==> src/rtl/div_repsub_pkg.sv <==
// Shared definitions for the repeated-subtraction divider: default width and
// controller state encoding.
package div_repsub_pkg;

    localparam int DEFAULT_WIDTH = 16;

    typedef enum logic [1:0] {
        ST_IDLE = 2'd0,
        ST_LDB  = 2'd1,
        ST_SUB  = 2'd2,
        ST_DONE = 2'd3
    } state_t;

endpackage

==> src/rtl/div_repsub_dp.sv <==
// Divider datapath: remainder register, divisor register, quotient counter,
// the remainder >= divisor comparator and the divisor zero detector.
module div_repsub_dp
    import div_repsub_pkg::*;
#(
    parameter int WIDTH = DEFAULT_WIDTH
) (
    input  logic             clk,
    input  logic             rst_n,
    input  logic             i_load_a,
    input  logic             i_load_b,
    input  logic             i_step,
    input  logic [WIDTH-1:0] i_data,
    output logic [WIDTH-1:0] o_rem,
    output logic [WIDTH-1:0] o_quo,
    output logic             o_ge,
    output logic             o_div_zero
);

    localparam logic [WIDTH-1:0] ONE  = WIDTH'(1);
    localparam logic [WIDTH-1:0] ZERO = WIDTH'(0);

    logic [WIDTH-1:0] r_rem;
    logic [WIDTH-1:0] r_quo;
    logic [WIDTH-1:0] r_div;

    // Remainder/quotient: load dividend and clear count, or take one subtraction step.
    always_ff @(posedge clk or negedge rst_n) begin
        if (!rst_n) begin
            r_rem <= ZERO;
            r_quo <= ZERO;
        end else if (i_load_a) begin
            r_rem <= i_data;
            r_quo <= ZERO;
        end else if (i_step) begin
            r_rem <= r_rem - r_div;
            r_quo <= r_quo + ONE;
        end
    end

    // Divisor register, captured from the shared operand bus.
    always_ff @(posedge clk or negedge rst_n) begin
        if (!rst_n) begin
            r_div <= ZERO;
        end else if (i_load_b) begin
            r_div <= i_data;
        end
    end

    assign o_rem      = r_rem;
    assign o_quo      = r_quo;
    assign o_ge       = (r_rem >= r_div);
    assign o_div_zero = (r_div == ZERO);

endmodule

==> src/rtl/div_repsub.sv <==
// Sequential unsigned divider by repeated subtraction. Dividend then divisor
// arrive on data_in in consecutive cycles; the FSM steers the datapath.
module div_repsub
    import div_repsub_pkg::*;
#(
    parameter int WIDTH = DEFAULT_WIDTH
) (
    input  logic             clk,
    input  logic             rst_n,
    input  logic             start,
    input  logic [WIDTH-1:0] data_in,
    output logic             busy,
    output logic             done,
    output logic             div_by_zero,
    output logic [WIDTH-1:0] quotient,
    output logic [WIDTH-1:0] remainder
);

    state_t r_state;
    logic   r_busy;
    logic   r_done;
    logic   r_dbz;

    logic   w_load_a;
    logic   w_load_b;
    logic   w_step;
    logic   w_ge;
    logic   w_div_zero;

    // Datapath controls decoded from the current state.
    always_comb begin
        w_load_a = 1'b0;
        w_load_b = 1'b0;
        w_step   = 1'b0;
        case (r_state)
            ST_IDLE: w_load_a = start;
            ST_LDB:  w_load_b = 1'b1;
            ST_SUB:  w_step   = (!w_div_zero) && w_ge;
            default: w_step   = 1'b0;
        endcase
    end

    div_repsub_dp #(
        .WIDTH (WIDTH)
    ) u_dp (
        .clk        (clk),
        .rst_n      (rst_n),
        .i_load_a   (w_load_a),
        .i_load_b   (w_load_b),
        .i_step     (w_step),
        .i_data     (data_in),
        .o_rem      (remainder),
        .o_quo      (quotient),
        .o_ge       (w_ge),
        .o_div_zero (w_div_zero)
    );

    // Controller FSM with registered busy/done/div_by_zero.
    always_ff @(posedge clk or negedge rst_n) begin
        if (!rst_n) begin
            r_state <= ST_IDLE;
            r_busy  <= 1'b0;
            r_done  <= 1'b0;
            r_dbz   <= 1'b0;
        end else begin
            case (r_state)
                ST_IDLE: begin
                    if (start) begin
                        r_state <= ST_LDB;
                        r_busy  <= 1'b1;
                        r_dbz   <= 1'b0;
                    end
                end
                ST_LDB: begin
                    r_state <= ST_SUB;
                end
                ST_SUB: begin
                    // Zero divisor wins over the comparator, which would otherwise loop forever.
                    if (w_div_zero) begin
                        r_dbz   <= 1'b1;
                        r_state <= ST_DONE;
                        r_done  <= 1'b1;
                    end else if (!w_ge) begin
                        r_state <= ST_DONE;
                        r_done  <= 1'b1;
                    end
                end
                ST_DONE: begin
                    r_state <= ST_IDLE;
                    r_done  <= 1'b0;
                    r_busy  <= 1'b0;
                end
                default: begin
                    r_state <= ST_IDLE;
                    r_done  <= 1'b0;
                    r_busy  <= 1'b0;
                end
            endcase
        end
    end

    assign busy        = r_busy;
    assign done        = r_done;
    assign div_by_zero = r_dbz;

endmodule

==> config.mk <==
export PLATFORM = sky130hd
export DESIGN_NAME = div_repsub
export DESIGN_NICKNAME = d
export VERILOG_FILES = /design/src/rtl/div_repsub_pkg.sv /design/src/rtl/div_repsub_dp.sv /design/src/rtl/div_repsub.sv
export SDC_FILE = /design/constraint.sdc
export NUM_CORES = 1
export LEC_CHECK = 0
export CORE_ASPECT_RATIO = 1.2
export CORE_UTILIZATION = 30
export DETAILED_ROUTE_END_ITERATION = 12
export PLACE_DENSITY_LB_ADDON = 0.15
export RECOVER_POWER = 50
export SLEW_MARGIN = 0
export SYNTH_ARGS = -nofsm -noshare
export SYNTH_HDL_FRONTEND = slang
export SYNTH_SLANG_ARGS = --single-unit
==> constraint.sdc <==
create_clock -name clk -period 5.8 [get_ports clk]
set_input_delay 1.16 -clock clk [delete_from_list [all_inputs] [get_ports clk]]
set_output_delay 1.16 -clock clk [all_outputs]
set_load 0.005 [all_outputs]
==> results.py <==
metrics = {
    "global_routing": {
        "grt_usage": 0.1612,
        "grt_overflow_total": 0,
        "antenna_found_initial": 0,
        "grt_pass1_vias": 2762,
        "grt_pass1_wl_um": 13770,
        "grt_max_degree": 54,
    },
    "clock_network": {
        "cts_tree": "done",
        "cts_root_buffer": "clkbuf_16",
        "numCtsBuffers": 5,
        "cts.sinks": 53,
        "clk_pin_slew_ps": 80,
        "clockBufferDepth": 2,
        "cts_resized": 0,
        "holdBufCountCts": 0,
        "post_cts.repair.setup_buffers": 0,
        "clk_latency_ps": 300,
        "htree_levels": 2,
    },
    "sta": {
        "hold_violations": 0,
        "slew_viol_final": 54,
        "fmax_mhz": 277.3,
        "grt_setup_unrepaired": "no",
        "min_period_over_period": 0.6219,
        "final.setup.worst_slack_ps": 2193,
        "skew_ps": 7.901,
        "fin_crit_ps": 3607,
        "final-setup-viol-count": 0,
        "fin_tns_setup_ps": 0,
        "relSlewSlack": -0.9819,
        "worstMarginPinSlew_ps": 2973,
    },
    "detailed_routing": {
        "first_pass_iters": 4,
        "wl_per_cell_um": 15.17,
        "drt_iter0_drc": 88,
        "vias": 2785,
        "drtAntennaViolNets": 0,
        "via_per_inst": 5.129,
        "wl_um": 8239,
        "drc": 0,
    },
    "floorplan": {
        "fp.dieH_um": 115.5,
        "io_pins": 54,
        "die_area_mm2": 0.01115,
        "rows": 41,
        "start_util": 0.3075,
        "die_x_um": 96.55,
        "core_mm2": 0.01047,
    },
    "setup_path": {
        "worstPathMaxFanout": 53,
        "crit_type": "in2async",
        "slowest_delay_ps": 2080,
        "cp-end-kind": "asynchronous set/reset pin",
        "critPathBufInv": 2,
        "arrival_ps": 3370,
        "start_kind": "input pin",
        "cpMaxStageDelayCell": "clkbuf_1",
        "path_cells": "buf_2, clkbuf_1",
        "cp.required_ps": 5560,
        "cp_top_family": "buffers and inverters",
    },
    "layout": {
        "layout_commonest_cell": "dfrtp_1",
        "instances_no_fill": 543,
        "diodes": 0,
        "utilization": 0.3828,
        "area_growth_pct": 24.49,
        "nets": 454,
        "regArea_mm2": 0.001326,
        "mostFrequentLayoutCells": "53 x dfrtp_1, 51 x nand2_1, 51 x clkdlybuf4s50_1",
        "fillers": 1109,
        "multi_input_area_mm2": 0.001733,
        "drive_gt1_frac": 0.03865,
    },
    "synthesis": {
        "syn_inst": 364,
        "yosys-top-cells-area": "dfrtp_1 41%, ha_1 8.2%, nand2_1 5.9%",
        "synth_nets": 405,
        "synth-edff-count": 0,
        "synth_top_area_cell": "dfrtp_1",
        "ys_seq_area_frac": 0.4121,
        "synthArstFlopShare": 1.000,
        "synth_area_mm2": 0.003218,
        "synth.avg_cell_area_um2": 8.841,
        "synth.distinct_cells": 46,
        "synth_seq_cells": 53,
        "synth_top_area_frac": 0.4121,
        "synth-main-ff-cell": "dfrtp_1",
        "yosys_warnings": 0,
    },
    "run_status": {
        "outcome": "finished with violations",
        "failed_checks": "capacitance limit, slew limit",
    },
    "power": {
        "ir_drop_mv": 0.2319,
        "report.power.total_uw": 2429,
        "p_leak_uw": 0.001742,
        "power_density_mw_per_mm2": 606.3,
    },
    "job": {
        "maxCapViolations": 1,
    },
    "min_path": {
        "hp-class": "reg2reg",
    },
    "placement": {
        "pre_cts_ws_ps": 2540,
        "place_inst": 535,
        "io_buffers": 53,
        "dp_hpwl_um": 5872,
        "gp_routability_congestion": 0.7845,
    },
}
## logic make-up (layout without fill, tap and decap cells)
| kind of cell | after synthesis | count (layout) | share of synthesized area |
|---|---|---|---|
| AND/OR/NAND/NOR | 130 | 130 | 0.1948 |
| AO/OA/AOI/OAI | 93 | 93 | 0.1804 |
| flip-flops | 53 | 53 | 0.4121 |
| buffers and inverters | 39 | 89 | 0.04938 |
| XOR/XNOR | 23 | 23 | 0.06260 |
| adder cells (fa/ha/maj) | 22 | 22 | 0.08787 |
| multiplexers | 4 | 4 | 0.01283 |
## worst paths after layout
path / depth (start not counted) / end / start / slack (ps)
max: 2 / u_dp.o_rem[14] / rst_n / 2190
min in group asynchronous: 2 / u_dp.o_rem[5] / rst_n / 1910
max reg2reg: 11 / u_dp.o_quo[12] / u_dp.o_rem[0] / 2560
min: 2 / u_dp.o_quo[15] / u_dp.o_quo[15] / 550
min reg2reg: 2 / u_dp.o_quo[15] / u_dp.o_quo[15] / 550
max in group clk: 11 / u_dp.o_quo[12] / u_dp.o_rem[0] / 2560
## Yosys cell counts, types with 3 or more instances
master,number
a21oi_1,25
a31oi_1,9
and4_1,3
dfrtp_1,53
nor4_1,4
ha_1,21
nor3_1,6
xor2_1,11
and3_1,9
nand4_1,6
and2_1,3
mux2i_1,3
xnor2_1,12
nand2_1,51
or3_1,5
nand3_1,7
nor2_1,29
buf_2,4
inv_1,26
o21ai_0,33
clkbuf_1,8
a21o_1,6
## through the flow
step / instance area, µm² / hold WS (ps)
5_1_grt: 4006 / 575.2
6_report: 4006 / 548.5
3_5_place_dp: 3859 / 537.6
3_3_place_gp: 3859 / 525.3
2_1_floorplan: 3218 / 508.8
4_1_cts: 4010 / 554.8
## cell type report
cell class / count / area share
clock buffers: 5 / 0.03123
clock inverters: 3 / 0.006558
inverters: 26 / 0.02436
multi-input cells: 272 / 0.4325
flip-flops and latches: 53 / 0.3310
well taps: 129 / 0.04029
repair buffers: 55 / 0.1340
## power by group
part | internal, µW | switching [µW] | total (µW) | leakage, µW
registers | 513 | 113 | 626 | 0.000665
clock network | 164 | 152 | 316 | 0.0000680
logic | 656 | 832 | 1490 | 0.00101
## layer usage
layer  track usage  part of all wire
met5             0                 0
met4       0.05294             0.017
met3       0.02625             0.036
met2        0.2751              0.49
met1        0.2055              0.45
## state kept, by name (all words and copies together) (netlist names)
signal and cells:
u_dp.o_quo 16, u_dp.o_rem 16, u_dp.r_div 16, r_state 2
busy 1, div_by_zero 1, done 1
No activity file was read; power rests on OpenSTA's default activity.
